--- src/rtl/uart_pkg.sv ---
// Definitions shared by the UART transmit and receive paths: default widths,
// TX state encoding and parity-type codes.
package uart_pkg;

  localparam int DATA_WIDTH     = 8;
  localparam int PRESCALE_WIDTH = 6;

  localparam logic [2:0] TX_IDLE   = 3'd0;
  localparam logic [2:0] TX_START  = 3'd1;
  localparam logic [2:0] TX_DATA   = 3'd2;
  localparam logic [2:0] TX_PARITY = 3'd3;
  localparam logic [2:0] TX_STOP   = 3'd4;

  localparam logic PAR_EVEN = 1'b0;
  localparam logic PAR_ODD  = 1'b1;

  typedef enum logic [2:0] {
    S_IDLE   = TX_IDLE,
    S_START  = TX_START,
    S_DATA   = TX_DATA,
    S_PARITY = TX_PARITY,
    S_STOP   = TX_STOP
  } tx_state_t;

endpackage

--- src/rtl/tx_baud_counter.sv ---
// Edge counter (0..P-1 within a bit) plus frame bit counter. Both counters
// are held at zero by clear and only move while enable is high.
module tx_baud_counter #(
  parameter int PRESCALE_WIDTH = 6,
  parameter int BIT_W          = 4
) (
  input  logic                      i_clk,
  input  logic                      i_rst,
  input  logic                      i_enable,
  input  logic                      i_clear,
  input  logic [PRESCALE_WIDTH-1:0] i_prescale,
  output logic                      o_bit_done,
  output logic [BIT_W-1:0]          o_bit_idx
);

  logic [PRESCALE_WIDTH-1:0] r_edge;
  logic [BIT_W-1:0]          r_bit;
  logic                      w_last_edge;

  // i_prescale is never zero here: the caller latches max(Prescale,1).
  assign w_last_edge = (r_edge == (i_prescale - PRESCALE_WIDTH'(1)));
  assign o_bit_done  = i_enable & w_last_edge;
  assign o_bit_idx   = r_bit;

  always_ff @(posedge i_clk or posedge i_rst) begin
    if (i_rst) begin
      r_edge <= '0;
      r_bit  <= '0;
    end else if (i_clear) begin
      r_edge <= '0;
      r_bit  <= '0;
    end else if (i_enable) begin
      if (w_last_edge) begin
        r_edge <= '0;
        r_bit  <= r_bit + BIT_W'(1);
      end else begin
        r_edge <= r_edge + PRESCALE_WIDTH'(1);
      end
    end
  end

endmodule

--- src/rtl/uart_tx_frame_serializer.sv ---
// UART transmit framer: latches one word per handshake and shifts it out
// LSB-first as start, data, optional parity and stop, each bit P clocks long.
module uart_tx_frame_serializer
  import uart_pkg::*;
#(
  parameter int DATA_WIDTH     = uart_pkg::DATA_WIDTH,
  parameter int PRESCALE_WIDTH = uart_pkg::PRESCALE_WIDTH
) (
  input  logic                      CLK,
  input  logic                      RST,
  input  logic [DATA_WIDTH-1:0]     P_DATA,
  input  logic                      Data_Valid,
  input  logic                      PAR_EN,
  input  logic                      PAR_TYP,
  input  logic [PRESCALE_WIDTH-1:0] Prescale,
  output logic                      TX_OUT,
  output logic                      Busy
);

  // Frame bit index: start=0, data=1..DATA_WIDTH, then parity/stop.
  localparam int BIT_W = $clog2(DATA_WIDTH + 3);

  tx_state_t                 r_state;
  logic [DATA_WIDTH-1:0]     r_shift;
  logic                      r_par_en;
  logic                      r_par_bit;
  logic [PRESCALE_WIDTH-1:0] r_prescale;
  logic                      r_tx;
  logic                      r_busy;

  logic                      w_bit_done;
  logic [BIT_W-1:0]          w_bit_idx;
  logic                      w_cnt_en;
  logic                      w_cnt_clr;
  logic [PRESCALE_WIDTH-1:0] w_prescale_eff;

  assign w_cnt_en       = (r_state != S_IDLE);
  assign w_cnt_clr      = (r_state == S_IDLE) | ((r_state == S_STOP) & w_bit_done);
  assign w_prescale_eff = (Prescale == '0) ? PRESCALE_WIDTH'(1) : Prescale;

  tx_baud_counter #(
    .PRESCALE_WIDTH (PRESCALE_WIDTH),
    .BIT_W          (BIT_W)
  ) u_baud (
    .i_clk      (CLK),
    .i_rst      (RST),
    .i_enable   (w_cnt_en),
    .i_clear    (w_cnt_clr),
    .i_prescale (r_prescale),
    .o_bit_done (w_bit_done),
    .o_bit_idx  (w_bit_idx)
  );

  always_ff @(posedge CLK or posedge RST) begin
    if (RST) begin
      r_state    <= S_IDLE;
      r_shift    <= '0;
      r_par_en   <= 1'b0;
      r_par_bit  <= 1'b0;
      r_prescale <= PRESCALE_WIDTH'(1);
      r_tx       <= 1'b1;
      r_busy     <= 1'b0;
    end else begin
      case (r_state)
        S_IDLE: begin
          r_tx   <= 1'b1;
          r_busy <= 1'b0;
          if (Data_Valid) begin
            r_shift    <= P_DATA;
            r_par_en   <= PAR_EN;
            r_par_bit  <= (PAR_TYP == PAR_ODD) ? ~^P_DATA : ^P_DATA;
            r_prescale <= w_prescale_eff;
            r_state    <= S_START;
            r_tx       <= 1'b0;
            r_busy     <= 1'b1;
          end
        end
        S_START: begin
          if (w_bit_done) begin
            r_state <= S_DATA;
            r_tx    <= r_shift[0];
            r_shift <= {1'b0, r_shift[DATA_WIDTH-1:1]};
          end
        end
        S_DATA: begin
          if (w_bit_done) begin
            if (w_bit_idx == BIT_W'(DATA_WIDTH)) begin
              r_state <= r_par_en ? S_PARITY : S_STOP;
              r_tx    <= r_par_en ? r_par_bit : 1'b1;
            end else begin
              r_tx    <= r_shift[0];
              r_shift <= {1'b0, r_shift[DATA_WIDTH-1:1]};
            end
          end
        end
        S_PARITY: begin
          if (w_bit_done) begin
            r_state <= S_STOP;
            r_tx    <= 1'b1;
          end
        end
        S_STOP: begin
          if (w_bit_done) begin
            r_state <= S_IDLE;
            r_tx    <= 1'b1;
            r_busy  <= 1'b0;
          end
        end
        default: begin
          r_state <= S_IDLE;
          r_tx    <= 1'b1;
          r_busy  <= 1'b0;
        end
      endcase
    end
  end

  assign TX_OUT = r_tx;
  assign Busy   = r_busy;

endmodule

--- config.mk ---
export PLATFORM = sky130hd
export DESIGN_NAME = uart_tx_frame_serializer
export DESIGN_NICKNAME = d
export VERILOG_FILES = /design/src/rtl/uart_pkg.sv /design/src/rtl/tx_baud_counter.sv /design/src/rtl/uart_tx_frame_serializer.sv
export SDC_FILE = /design/constraint.sdc
export NUM_CORES = 1
export LEC_CHECK = 0
export BUFFER_PORTS_ARGS = -buffer_cell sky130_fd_sc_hd__buf_2
export CELL_PAD_IN_SITES_DETAIL_PLACEMENT = 0
export CELL_PAD_IN_SITES_GLOBAL_PLACEMENT = 1
export CORE_MARGIN = 5
export CORE_UTILIZATION = 31
export DETAILED_ROUTE_END_ITERATION = 10
export PLACE_DENSITY_LB_ADDON = 0.05
export REMOVE_ABC_BUFFERS = 1
export SLEW_MARGIN = 20
export SYNTH_ARGS = -nofsm -noshare
export SYNTH_HDL_FRONTEND = slang
export SYNTH_SLANG_ARGS = --single-unit
--- constraint.sdc ---
create_clock -name CLK -period 2.3 [get_ports CLK]
set_input_delay 0.23 -clock CLK [delete_from_list [all_inputs] [get_ports CLK]]
set_output_delay 0.23 -clock CLK [all_outputs]
set_load 0.01 [all_outputs]
* Word level (Yosys, flattened, before mapping) *
Index checks and enable logic that the tools add are counted.

storage, ports and cells
  word-level logic and storage cells = 77
  register bits after elaboration = 31

operators by class
  equality and inequality tests = 14
  muxes and demuxes = 31
  reductions and logical operators = 16
  add/sub/neg operators = 3
  bitwise logic cells = 4

operators with widths
  operator                                                             count
  8-bit two-way mux                                                    4
  6-bit two-way mux                                                    4
  8-bit case mux with 3 select lines                                   1
  3-bit two-way mux                                                    7
  3-bit case mux with 5 select lines                                   1
  2-bit != test (second input constant)                                7
  4-bit two-way mux                                                    3
  1-bit two-way mux                                                    9
  8-bit XNOR reduction                                                 1
  8-bit parity                                                         1
  6-bit by 1-bit adder with 6-bit output (second input constant)       1
  3-bit by 2-bit == test with 1-bit output (second input constant)     2
  6-bit == test                                                        1
  6-bit zero test                                                      1
  2-bit AND reduction                                                  3
  6-bit AND reduction                                                  1
  3-bit nonzero test                                                   2
  6-bit by 1-bit subtractor with 6-bit output (second input constant)  1
  5-bit AND reduction                                                  1
  4-bit by 1-bit adder with 4-bit output (second input constant)       1
  4-bit == test (second input constant)                                1
  1-bit case mux with 4 select lines                                   1
  2-bit nonzero test                                                   2
  3-bit by 1-bit == test with 1-bit output (second input constant)     1
  other kinds (10)                                                     11

* Depth between registers and ports, before layout *
  word-level depth = 7
  depth in mapped cells = 9
  gate-level depth less buffers = 7

* By module *
A second synthesis with hierarchy kept.

second synthesis, totals
  cell total of the unflattened synthesis = 182
  area total of the unflattened synthesis = 1,911.8 um^2

by module, submodules not included
  module                    instances  cells each  seq. area each (um^2)  area each (um^2)
  uart_tx_frame_serializer  1          101         528.0                  1,179.9
  tx_baud_counter           1          81          250.2                  732.0

* Least setup slack after synthesis *
No wires, ideal clock.

  kind = register to register
  start point = reg r_prescale[0]
  end point = reg u_baud.r_bit[3] (netlist: u_baud.o_bit_idx[3])
  stages on the path, launching flop included = 9
  required time = 2,174 ps
  slack = 53 ps
  path buffers = 1
  clock period less this slack = 2,247 ps
  data arrival time = 2,121 ps
  path through = dfstp_2 > inv_1 > ha_1 > o21ba_1 > a221oi_1 > a41oi_1 > buf_6 > o311a_1 > a311o_1

between the ends
  word-level cells in the longest chain between the ends = 7

ends and longest elaborated chain
  what                                             line                            text
  start, declared                                  uart_tx_frame_serializer.sv:27  logic [PRESCALE_WIDTH-1:0] r_prescale;
  start signal, assigned                           uart_tx_frame_serializer.sv:72  r_prescale <= w_prescale_eff;
  6-bit by 1-bit subtractor with 6-bit output (*)  tx_baud_counter.sv:21           assign w_last_edge = (r_edge == (i_prescale - PRESCALE_WIDTH'(1)));
  6-bit == test (*)                                tx_baud_counter.sv:21
  1-bit bitwise AND                                tx_baud_counter.sv:22           assign o_bit_done = i_enable & w_last_edge;
  1-bit bitwise AND                                uart_tx_frame_serializer.sv:38  assign w_cnt_clr = (r_state == S_IDLE) | ((r_state == S_STOP) & w_bit_done);
  1-bit bitwise OR                                 uart_tx_frame_serializer.sv:38
  2-bit nonzero test (no line)                     --
  2-bit AND reduction (no line)                    --
  end signal, assigned                             tx_baud_counter.sv:35           r_bit <= r_bit + BIT_W'(1);
  end, declared                                    tx_baud_counter.sv:17           logic [BIT_W-1:0] r_bit;

Mark *: on every way between the ends. The rest lies on a longest branch, timed or not.
A chain may end at the register's enable or synchronous reset.

* Worst setup path in the final report *
Same ends and word-level chain as after synthesis.

==> flow_summary.toml <==
[critical_path]
reg2reg_from = "r_prescale[0]$_DFFE_PP1P_"
timing.rr.end = "u_baud.o_bit_idx[3]$_DFFE_PP0P_"
endpoint = "u_baud.o_bit_idx[3]$_DFFE_PP0P_"
required_ns = 2.47
r2r_slack_ns = 0.10
critPathArrivalTime_ns = 2.37
critPathKind = "register to register"
crit_cells = 8
cp-start-kind = "register"
path_buf_inv = 2
worstPathCellList = "inv_1 -> ha_4 -> xnor2_1 -> nor2_1 -> nand4b_1 -> buf_4 -> o311a_1 -> a311o_1"
r2r_cells = 8
critPathMaxFanout = 19
slowest_delay_ns = 0.53
path_delay_family = "compound AO/OA/AOI/OAI gates"
crit_slowest_cell = "dfstp_2"
end_kind = "register"
startpoint = "r_prescale[0]$_DFFE_PP1P_"

[placement]
gp_congestion = 0.750
io_buffer_count = 20
pre_cts_ws_ns = 0.00256
place_area_um2 = 2110
hpwl_um = 3360

[power_and_ir_drop]
clkPwrFrac = 0.159
pwr-share-seq = 0.303
power.internal_uw = 2050
p_sw_uw = 1540
swShare = 0.428
leakage_uw = 0.000939
combPwrFrac = 0.538
powerDensity_nw_per_um2 = 1570
ir_drop_mv = 0.649

[cts]
cts_inserted_buffers = 5
clock_path_buffers = 2
cts_tree = "done"
cts_sinks = 31
htree_levels = 2
clk_pin_slew_ns = 0.07
clk-insertion-delay-late_ns = 0.29
cts-root-buf = "clkbuf_8"

[global_routing]
grt_start_max_net_pins = 32
grt_util_all_layers = 0.129
gr-total-overflow = 0
grt_antenna_before_repair = 0
grt_pass1_vias = 1635
grt_pass1_wl_um = 7780

[sta]
fin_crit_ns = 2.20
fin_skew_ns = 0.00568
max_freq_ghz = 0.455
fin_crit_sh = 0.956
setup_ws_ns = 0.102
slew_viol_final = 0
final-hold-violation-count = 0
setup_viol = 0
tightest_slew_ns = 0.518
slew_headroom = 0.654

[yosys]
yosys.area.top_type_share = 0.381
synth_edf_count = 0
ys_ff_latch = 31
syn-cell-area_um2 = 1910
synth_cells = 202
ys_warn_count = 0
synth_ff_type = "dfrtp_1"
seq_area_frac_synth = 0.408
yosysTopAreaCell = "dfrtp_1"
async_reset_ff_frac = 1.00
avgSynthCellArea_um2 = 9.44
yosysUniqueCellTypes = 41
synthTopCellsByArea = "dfrtp_1 (38%), xnor2_1 (6.9%), o211ai_1 (5.9%), nand3_1 (3.9%), nor2_1 (3.7%)"

[finish]
drive_gt1_frac = 0.262
synthToLayoutAreaGrowth_pct = 19.6
mostFrequentLayoutCells = "dfrtp_1 (29), buf_2 (20), nor2_1 (19)"
multi_input_area_um2 = 1040
antenna-diode-count = 0
stdcell_area_um2 = 2280
final_common_cell = "dfrtp_1"
num-nets-final = 251
layout.filler_cells = 617
postLayoutCoreUtil = 0.383
register_area_um2 = 778

[floorplan]
io_pins = 21
rows = 28
die_w_um = 88.4
dieArea_um2 = 7820
start_util = 0.320
die_h_um = 88.4
coreArea_um2 = 5960

[routing]
antenna_left = 0
drc = 0
vias = 1625
drt_iter0_drc = 58
wl_um = 4710
drt_pass1_iterations = 6
wl_per_cell_um = 15.5
vias_per_cell = 5.35

[min_path]
hold_path_class = "input pin to asynchronous set/reset pin"

[run]
max_cap_violations = 0

[run_status]
status = "completed"
[power by group through the flow]
| stage | logic [µW] | clock network, µW | registers (µW) |
|---|---|---|---|
| after floorplan | 1250 | 0 | 1040 |
| after global placement | 1780 | 0 | 1080 |
| after detailed placement | 1800 | 0 | 1090 |
| after CTS | 1870 | 585 | 1080 |
| after global routing | 2170 | 609 | 1120 |
| final | 1930 | 570 | 1090 |
[what timing repair did]
action,in CTS,in global routing
setup buffers,2,0
hold buffers,0,0
endpoints found under the setup margin,1,15
resized for setup,0,6
pin swaps,0,3
[cell usage after synthesis (2+ instances only)]
| library cell | number |
|---|---|
| nand3b_1 | 2 |
| a21oi_1 | 12 |
| mux2_2 | 6 |
| or4_1 | 2 |
| or2_2 | 3 |
| nor3_1 | 4 |
| nand2_1 | 5 |
| nor4b_1 | 8 |
| buf_6 | 2 |
| dfrtp_1 | 29 |
| xnor2_1 | 15 |
| o311ai_0 | 2 |
| buf_2 | 6 |
| dfstp_2 | 2 |
| nand3_1 | 15 |
| xor2_1 | 5 |
| o311a_1 | 2 |
| nand4b_1 | 2 |
| o211ai_1 | 15 |
| nor2_1 | 19 |
| ha_1 | 4 |
| clkbuf_1 | 6 |
| o32ai_1 | 2 |
| inv_1 | 14 |
| o21ai_0 | 4 |
[cell families (layout without fill, tap and decap cells)]
group           after synthesis  in the layout  share of synthesized area
simple gates                 65             65                      0.190
compound gates               48             48                      0.181
flops                        31             31                      0.408
buf+inv                      28             55                     0.0669
xor+xnor                     20             20                     0.0919
mux                           6              6                     0.0354
fa+ha+maj                     4              4                     0.0262
[worst min path at each step]
stage	startpoint	end	slack, ns	depth (start not counted)
final	RST	u_baud.r_edge[1]$_DFFE_PP0P_	0.02	3
after floorplan	RST	Busy$_DFFE_PP0P_	0.33	1
after global placement	RST	u_baud.o_bit_idx[0]$_DFFE_PP0P_	0.34	3
after CTS	RST	u_baud.o_bit_idx[2]$_DFFE_PP0P_	0.04	3
after global routing	RST	r_shift[3]$_DFFE_PP0P_	0.08	3
after detailed placement	RST	u_baud.o_bit_idx[0]$_DFFE_PP0P_	0.35	3
[state kept, by name, summed over array words and instances (netlist names)]
signal,count
r_shift,8
r_prescale,6
r_state,3
u_baud.r_edge,6
r_par_bit,1
TX_OUT,1
u_baud.o_bit_idx,4
Busy,1
r_par_en,1
[per-stage QoR]
| step | TNS (ns) | std cells | hold WS, ns | total power (µW) |
|---|---|---|---|---|
| floorplan | -2.82 | 188 | 0.332 | 2290 |
| global placement | 0 | 294 | 0.338 | 2860 |
| detailed placement | 0 | 294 | 0.352 | 2890 |
| CTS | 0 | 304 | 0.0393 | 3530 |
| global route | -0.0198 | 304 | 0.0849 | 3900 |
| finish | 0 | 304 | 0.0230 | 3590 |
[worst reg2reg max path: cells and delay by family, from the launching register on]
kind	cells	cell delay, ns
AND/OR/NAND/NOR	2	0.23
XOR/XNOR	1	0.11
AO/OA/AOI/OAI	2	0.67
buffers and inverters	2	0.30
flip-flops	1	0.53
adder cells (fa/ha/maj)	1	0.24
[layer usage]
| layer | up-vias | global-route usage | routed length [µm] | part of all wire |
|---|---|---|---|---|
| met5 | - | 0 | 0 | 0 |
| met2 | 21 | 0.211 | 2210 | 0.47 |
| li1 | 791 | - | - | - |
| met1 | 805 | 0.166 | 2280 | 0.48 |
| met4 | 0 | 0.0481 | 86 | 0.018 |
| met3 | 8 | 0.0279 | 138 | 0.029 |
[cell type report]
| type | instances | share of cell area |
|---|---|---|
| Inverter | 14 | 0.0231 |
| Clock inverter | 2 | 0.0154 |
| Tap cell | 75 | 0.0412 |
| Multi-Input combinational cell | 143 | 0.456 |
| Timing Repair Buffer | 33 | 0.0867 |
| Clock buffer | 6 | 0.0362 |
| Sequential cell | 31 | 0.341 |
No activity file was read; power rests on OpenSTA's default activity.
